File: src/rtl/uart_rx_engine.sv
// UART receiver: 2-flop synchronized rx, mid-bit sampling, parity/stop/overrun checks.
// Optional RX_MAJORITY_VOTE_EN: 3-sample majority per sample point, decided one clock late.
module uart_rx_engine (
    input  logic        clk,
    input  logic        reset,
    input  logic        rx,
    input  logic [18:0] k,
    input  logic        eight,
    input  logic        pen,
    input  logic        ohel,
    input  logic        clr_rxrdy,
    output logic [7:0]  data,
    output logic        rxrdy,
    output logic        perr,
    output logic        ferr,
    output logic        ovf
);

    typedef enum logic [1:0] {IDLE, START, SHIFT, DONE} state_t;

    state_t      state, state_next;
    logic        rx_meta, rxs;
    logic [18:0] tc, tc_next;
    logic [3:0]  bc, bc_next;
    logic [9:0]  sr, sr_next;
    logic        armed, armed_next;
    logic        samp;
    logic [18:0] start_pt;

    always_ff @(posedge clk or posedge reset) begin
        if (reset) begin
            rx_meta <= 1'b1;
            rxs     <= 1'b1;
        end else begin
            rx_meta <= rx;
            rxs     <= rx_meta;
        end
    end

`ifdef RX_MAJORITY_VOTE_EN
    logic rxs_h1, rxs_h2;

    always_ff @(posedge clk or posedge reset) begin
        if (reset) begin
            rxs_h1 <= 1'b1;
            rxs_h2 <= 1'b1;
        end else begin
            rxs_h1 <= rxs;
            rxs_h2 <= rxs_h1;
        end
    end

    // Decision lands one clock after the nominal point; tc reload moves with it.
    assign samp     = (rxs & rxs_h1) | (rxs & rxs_h2) | (rxs_h1 & rxs_h2);
    assign start_pt = (k >> 1) + 19'd1;
`else
    assign samp     = rxs;
    assign start_pt = k >> 1;
`endif

    // Right-justify the shifted frame: data, optional bit 7, optional parity, stop.
    logic [1:0] shamt;
    logic [9:0] frame;
    logic [3:0] stop_idx;
    logic [7:0] rx_data;
    logic       par_bit, new_perr, new_ferr;

    always_comb begin
        shamt    = 2'd2 - {1'b0, eight} - {1'b0, pen};
        frame    = sr >> shamt;
        stop_idx = 4'd7 + {3'b0, eight} + {3'b0, pen};
        rx_data  = {eight & frame[7], frame[6:0]};
        par_bit  = eight ? frame[8] : frame[7];
        new_perr = pen & (par_bit != ((^rx_data) ^ ohel));
        new_ferr = ~frame[stop_idx];
    end

    always_ff @(posedge clk or posedge reset) begin
        if (reset) begin
            state <= IDLE;
            tc    <= '0;
            bc    <= '0;
            sr    <= '1;
            armed <= 1'b0;
        end else begin
            state <= state_next;
            tc    <= tc_next;
            bc    <= bc_next;
            sr    <= sr_next;
            armed <= armed_next;
        end
    end

    always_comb begin
        state_next = state;
        tc_next    = tc + 19'd1;
        bc_next    = bc;
        sr_next    = sr;
        armed_next = armed;
        case (state)
            IDLE: begin
                // armed needs one rxs=1 clock so a low line after a bad stop cannot restart
                tc_next    = '0;
                armed_next = armed | rxs;
                if (armed && !rxs) begin
                    state_next = START;
                    armed_next = 1'b0;
                end
            end
            START: begin
                if (tc == start_pt) begin
                    tc_next = '0;
                    if (!samp) begin
                        bc_next    = 4'd8 + {3'b0, eight} + {3'b0, pen};
                        state_next = SHIFT;
                    end else begin
                        state_next = IDLE;
                    end
                end
            end
            SHIFT: begin
                if (tc == k - 19'd1) begin
                    tc_next = '0;
                    sr_next = {samp, sr[9:1]};
                    bc_next = bc - 4'd1;
                    if (bc == 4'd1)
                        state_next = DONE;
                end
            end
            DONE: begin
                tc_next    = '0;
                state_next = IDLE;
            end
            default: state_next = IDLE;
        endcase
    end

    always_ff @(posedge clk or posedge reset) begin
        if (reset) begin
            data  <= '0;
            rxrdy <= 1'b0;
            perr  <= 1'b0;
            ferr  <= 1'b0;
            ovf   <= 1'b0;
        end else if (state == DONE) begin
            data  <= rx_data;
            rxrdy <= 1'b1;
            // a coinciding read consumes the old flags; the new character's flags survive
            if (clr_rxrdy) begin
                perr <= new_perr;
                ferr <= new_ferr;
                ovf  <= 1'b0;
            end else begin
                perr <= perr | new_perr;
                ferr <= ferr | new_ferr;
                ovf  <= ovf | rxrdy;
            end
        end else if (clr_rxrdy) begin
            rxrdy <= 1'b0;
            perr  <= 1'b0;
            ferr  <= 1'b0;
            ovf   <= 1'b0;
        end
    end

endmodule

File: config.mk
export PLATFORM = sky130hd
export DESIGN_NAME = uart_rx_engine
export DESIGN_NICKNAME = d
export VERILOG_FILES = /design/src/rtl/uart_rx_engine.sv
export SDC_FILE = /design/constraint.sdc
export NUM_CORES = 1
export LEC_CHECK = 0
export CAP_MARGIN = 15
export CORE_ASPECT_RATIO = 1.4
export CORE_UTILIZATION = 50
export CTS_CLUSTER_DIAMETER = 80
export DETAILED_ROUTE_END_ITERATION = 7
export HOLD_SLACK_MARGIN = 0.05
export PLACE_DENSITY = 0.72
export SYNTH_ARGS = -nofsm -noshare
export SYNTH_HDL_FRONTEND = slang
export SYNTH_SLANG_ARGS = --single-unit
File: constraint.sdc
create_clock -name clk -period 7.3 [get_ports clk]
set_input_delay 2.19 -clock clk [delete_from_list [all_inputs] [get_ports clk]]
set_output_delay 2.19 -clock clk [all_outputs]
set_load 0.01 [all_outputs]
==> After elaboration in Yosys (flattened, before gate mapping) <==
Index checks and enable logic that the tools add are counted.
{ "word_totals": {"elab_cells": 78, "reg_bits": 50} }
{ "classes": {"bitwise": 8, "shift": 1, "add_sub_neg": 9, "order_cmp": 1, "mux": 25, "n_reduce_logical": 10, "eq_ne": 12} }
{ "ops": {"columns": ["operator", "n"], "rows": [
  ["19-bit case mux with 3 select lines", 1],
  ["19-bit 2-to-1 mux", 2],
  ["19-bit by 1-bit adder with 19-bit output (second input constant)", 1],
  ["19-bit by 18-bit == test with 1-bit output", 1],
  ["19-bit == test", 1],
  ["19-bit by 1-bit subtractor with 19-bit output (second input constant)", 1],
  ["4-bit 2-to-1 mux", 3],
  ["1-bit 2-to-1 mux", 11],
  ["2-bit 2-to-1 mux", 5],
  ["2-bit != test (second input constant)", 5],
  ["10-bit by 2-bit >> shifter with 10-bit output", 1],
  ["4-bit by 1-bit adder with 4-bit output", 2],
  ["2-bit case mux with 4 select lines", 1],
  ["4-bit case mux with 2 select lines", 1],
  ["4-bit AND reduction", 2],
  ["8-bit XOR reduction", 1],
  ["4-bit by 5-bit less-than comparator with 1-bit output (second input constant)", 1],
  ["3-bit by 1-bit adder with 4-bit output (first input constant)", 1],
  ["4-bit by 1-bit adder with 4-bit output (first input constant)", 1],
  ["1-bit binary-select mux with 4-bit select", 1],
  ["2-bit == test (second input constant)", 2],
  ["4-bit by 1-bit == test with 1-bit output (second input constant)", 1],
  ["1-bit bitwise OR", 4],
  ["2-bit nonzero test", 2],
  ["other kinds (13)", 14]
]} }

==> Longest topological paths before layout <==
{ "logic_depth": {"ltp_word": 11, "mapped_depth": 12, "ltp_nobuf": 10} }

==> Least setup slack after synthesis <==
Ideal clock, no wire load.
{ "synth_timing": {"path_kind": "input port to flip-flop", "startpoint": "in k[2]", "endpoint": "reg bc[2]", "required_ns": 7.171, "setup_ns": 0.129, "n_path_buf": 2, "arrival_ns": 5.006, "cell_stages": 10, "setup_slack_ns": 2.165, "cell_sequence": "buf_2 -> or4_1 -> or2_2 -> or4_4 -> a22oi_1 -> nand4_1 -> or4b_4 -> a21oi_2 -> buf_6 -> a31oi_1"} }
{ "synth_between": {"elab_chain_len": 4} }
{ "synth_rtl": {"columns": ["element", "line", "rtl"], "rows": [
  ["start: declaration", "7", "input logic [18:0] k,"],
  ["19-bit by 1-bit subtractor with 19-bit output", "122", "if (tc == k - 19'd1) begin"],
  ["19-bit == test", "122", null],
  ["2-bit != test (no source line)", null, null],
  ["4-bit AND reduction (no source line) *", null, null],
  ["end signal: assignment", "88", "bc <= bc_next;"],
  ["end: declaration", "24", "logic [3:0] bc, bc_next;"]
]} }
Every way passes the cells marked *; elsewhere a longest branch is shown, timed or not.
A chain may end at the register's enable or synchronous reset.

==> Worst setup path after layout <==
{ "layout_timing": {"startpoint": "in k[2]", "endpoint": "reg tc[1]"} }
{ "layout_between": {"elab_chain_len": 4} }
{ "layout_rtl": {"columns": ["element", "line", "rtl"], "rows": [
  ["19-bit by 1-bit subtractor with 19-bit output", "122", null],
  ["19-bit == test", "122", null],
  ["19-bit 2-to-1 mux", "122", null],
  ["19-bit case mux with 3 select lines *", "100", "case (state)"],
  ["net tc_next[1]", "23", "logic [18:0] tc, tc_next;"],
  ["end signal: assignment", "87", "tc <= tc_next;"],
  ["end: declaration", "23", null]
]} }
The timed path passes the listed nets; every way through them passes the cells marked *.

==> results.txt <==
----------------------------------------------------
[Die]
  Initial core utilization ... 52.6%
  Total Die Area ... 0.00739 mm²
  Top-Level Pins ... 38
  Die height ... 101 µm
  Die width ... 72.9 µm
  Number of rows created at floorplan ... 35
  Placeable core area ... 0.00670 mm²

[Critical path]
  Maximum fanout count along the critical path ... 21
  CP Data Arrival Time ... 6.18 ns
  Required time of the critical path ... 7.50 ns
  Setup CP Type ... in2reg
  Critical path endpoint category ... flip-flop
  Sort of element at the start of the critical path ... input pin

[Flow run]
  MaxCap Viol Count ... 0

[Finish]
  Total Nets Final ... 437
  Layout overhead on the synthesized area ... 13.7%
  Share of final-layout standard cells stronger than drive strength 1 ... 12.8%
  Finished Layout Cells ... 497
  Antenna Diode Count ... 0
  Fraction of the core area covered by cells at the end of the flow ... 59.8%

[Timing]
  Endpoints failing hold ... 0
  Post-route minimum period ... 5.98 ns
  Transition time at the pin with the least slew margin ... 1.02 ns
  Post-route clock skew ... 0.0119 ns
  Worst Hold Slack ... 0.372 ns
  Setup-failing EPs final ... 0
  Worst slew slack as a fraction of its limit ... 31.8%
  Highest attainable clock frequency ... 167 MHz
  Setup repair after global routing missed its margin ... no
  Setup_tns ... 0 ns
  Setup WS post-layout ... 1.32 ns
  Final max-slew violation count ... 0
  Final critical-path share of the clock period ... 81.9%

[Clock network]
  Clk root buf ... sky130_fd_sc_hd__clkbuf_8
  Post-CTS Setup Repair Bufs ... 0
  Number of levels the H-tree was split into ... 2
  Post-CTS Hold Buffers ... 0
  Sink Count ... 50
  Clock-pin slew on the worst setup and hold paths ... 0.09 ns
  TritonCTS clock tree ... done
  Number of gates given a new drive strength after cts ... 0
  Total clock buffers created by CTS ... 5
  Clock latency at the later pin of the worst-skew pair ... 0.30 ns
  Clock Path Buffers ... 2

[Detailed routing]
  Drt via density ... 5.61
  Total wire length after detailed routing ... 7.18 mm
  DRC ... 0
  DR WL/cell ... 14.5 µm
  First drt pass iteration count ... 4
  Drt initial violations ... 121
  Total via count after detailed routing ... 2789
  Number of nets with antenna violations after detailed routing ... 0

[Place]
  Post-placement setup slack ... 0.998 ns
  Detailed-placement wirelength estimate ... 5.53 mm
  Routability congestion estimate from global placement ... 0.927
  Placed Cells incl. Taps ... 489
  PortBufs ... 37

[Logic synthesis]
  Sequential cell area fraction in the yosys report ... 35.9%
  Cell area after technology mapping ... 0.00352 mm²
  Syn avg cell area ... 9.22 µm²
  Cells after synthesis ... 382
  Flop and latch count out of synthesis ... 50
  Total nets after synthesis ... 415
  Number of distinct standard cells referenced by the synthesized netlist ... 59
  Count of flip-flops with a built-in enable after synthesis ... 0
  Async set-or-reset flop fraction in the synthesized netlist ... 100%
  Most used DFF post-synth ... sky130_fd_sc_hd__dfrtp_1
  Count of yosys warnings during synthesis ... 0

[Power]
  Power density relative to cell area ... 178 mW/mm²
  Worst IR Drop VDD ... 111 µV
  Standby leakage power ... 1.58 nW

[Global routing]
  Gr ovfl total ... 0
  Total routing usage reported by global routing ... 21.6%
  Maximum number of pins on one net before global-route repair ... 51
  First-pass GRT wire length ... 12.5 mm
  Number of antenna violations at the first check in global routing ... 0
  Via count of the first global-routing pass ... 2712

[Outcome]
  Outcome ... finished, final reports clean

[Min path]
  Type of the most critical hold path ... reg2reg

----------------------------------------------------
cells in the final DEF, fill, tap and decap left out, drive strengths merged, types with 9 or more instances in the layout:
master,n
xnor2,42
nor2,38
mux2i,13
mux2,19
nor4,9
dfstp,12
nand3,11
nor3,13
clkdlybuf4s50,37
nand2,17
dfrtp,38
inv,19
a21oi,11
o21ai,17
xor2,20
worst max-delay path, cell delays in order:
cell                              delay (ns)
sky130_fd_sc_hd__clkdlybuf4s50_1        0.55
sky130_fd_sc_hd__or4_1                  0.68
sky130_fd_sc_hd__or2_2                  0.35
sky130_fd_sc_hd__or4_4                  0.54
sky130_fd_sc_hd__a22oi_1                0.21
sky130_fd_sc_hd__nand4_1                0.11
sky130_fd_sc_hd__or4b_4                 0.58
sky130_fd_sc_hd__a21oi_2                0.71
sky130_fd_sc_hd__and2b_1                0.26
Yosys cell counts, drive strengths merged (2+ instances only):
library cell | n | area, µm²
nor2 | 38 | 143
a21oi | 11 | 58.8
xnor2 | 42 | 368
o211ai | 2 | 15.0
a21o | 2 | 15.0
buf | 7 | 50.1
a31o | 2 | 17.5
xor2 | 20 | 175
dfstp | 12 | 315
inv | 18 | 67.6
nor3 | 13 | 65.1
nor4 | 9 | 62.6
a31oi | 6 | 37.5
a211oi | 4 | 30.0
o21ai | 17 | 85.1
and3 | 6 | 37.5
a22o | 2 | 17.5
mux2i | 13 | 130
nand2b | 2 | 12.5
mux2 | 19 | 214
nand4 | 8 | 50.1
nor2b | 3 | 18.8
nand3b | 2 | 15.0
ha | 7 | 87.6
or4 | 7 | 63.8
nand2 | 17 | 63.8
nand3 | 11 | 55.1
clkbuf | 17 | 63.8
dfrtp | 38 | 951
a22oi | 3 | 22.5
nor3b | 2 | 15.0
or2 | 2 | 12.5
registers in the layout, summed over array words and instances (netlist names), 4 cells and up, named ones only:
| signal | cells |
|---|---|
| data | 8 |
| tc | 19 |
| sr | 10 |
| bc | 4 |
power by group:
| group | switching (mW) | total [mW] | internal, mW |
|---|---|---|---|
| combinational | 0.108 | 0.200 | 0.0927 |
| clock | 0.0936 | 0.172 | 0.0785 |
| sequential | 0.0365 | 0.340 | 0.303 |
cell families after synthesis:
kind of cell	Yosys count	synth area share, %
XOR/XNOR	62	15.4
AND/OR/NAND/NOR	128	19.5
flip-flops	50	35.9
AO/OA/AOI/OAI	59	11.0
adder cells (fa/ha/maj)	7	2.49
multiplexers	33	10.4
buffers and inverters	43	5.26
final cells by class:
cell class | instances | area (µm²)
clock buffer | 7 | 86.3
tap | 92 | 115
clock inverter | 1 | 8.76
timing repair buffer | 39 | 385
inverter | 19 | 71.3
fill | 602 | 2700
sequential | 50 | 1270
multi-input combinational | 289 | 2070
metal layers:
layer	wire, µm	up-vias	GRT usage, %
met1	3010	1331	25.2
met2	3810	58	40.1
li1	-	1387	-
met3	187	13	2.39
met5	0	-	0
met4	174	0	8.30
final timing paths:
| check | startpoint | to | slack (ns) | cells after the start |
|---|---|---|---|---|
| setup / recovery | k[2] | tc[1] | 1.32 | 9 |
| hold / removal | rx_meta | rxs | 0.37 | 0 |
| setup reg to reg | tc[2] | tc[1] | 4.08 | 8 |
| hold reg to reg | rx_meta | rxs | 0.37 | 0 |
| max in group asynchronous | reset | armed | 4.22 | 2 |
| min in group asynchronous | reset | data[0] | 2.44 | 2 |
per-stage QoR:
step / power [mW] / instance area [µm²]
after floorplan: 0.488 / 3520
after global placement: 0.543 / 3910
after detailed placement: 0.546 / 3910
after CTS: 0.719 / 4010
after global routing: 0.760 / 4010
final: 0.712 / 4010
Note: power is estimated with default switching activity, not from simulation.
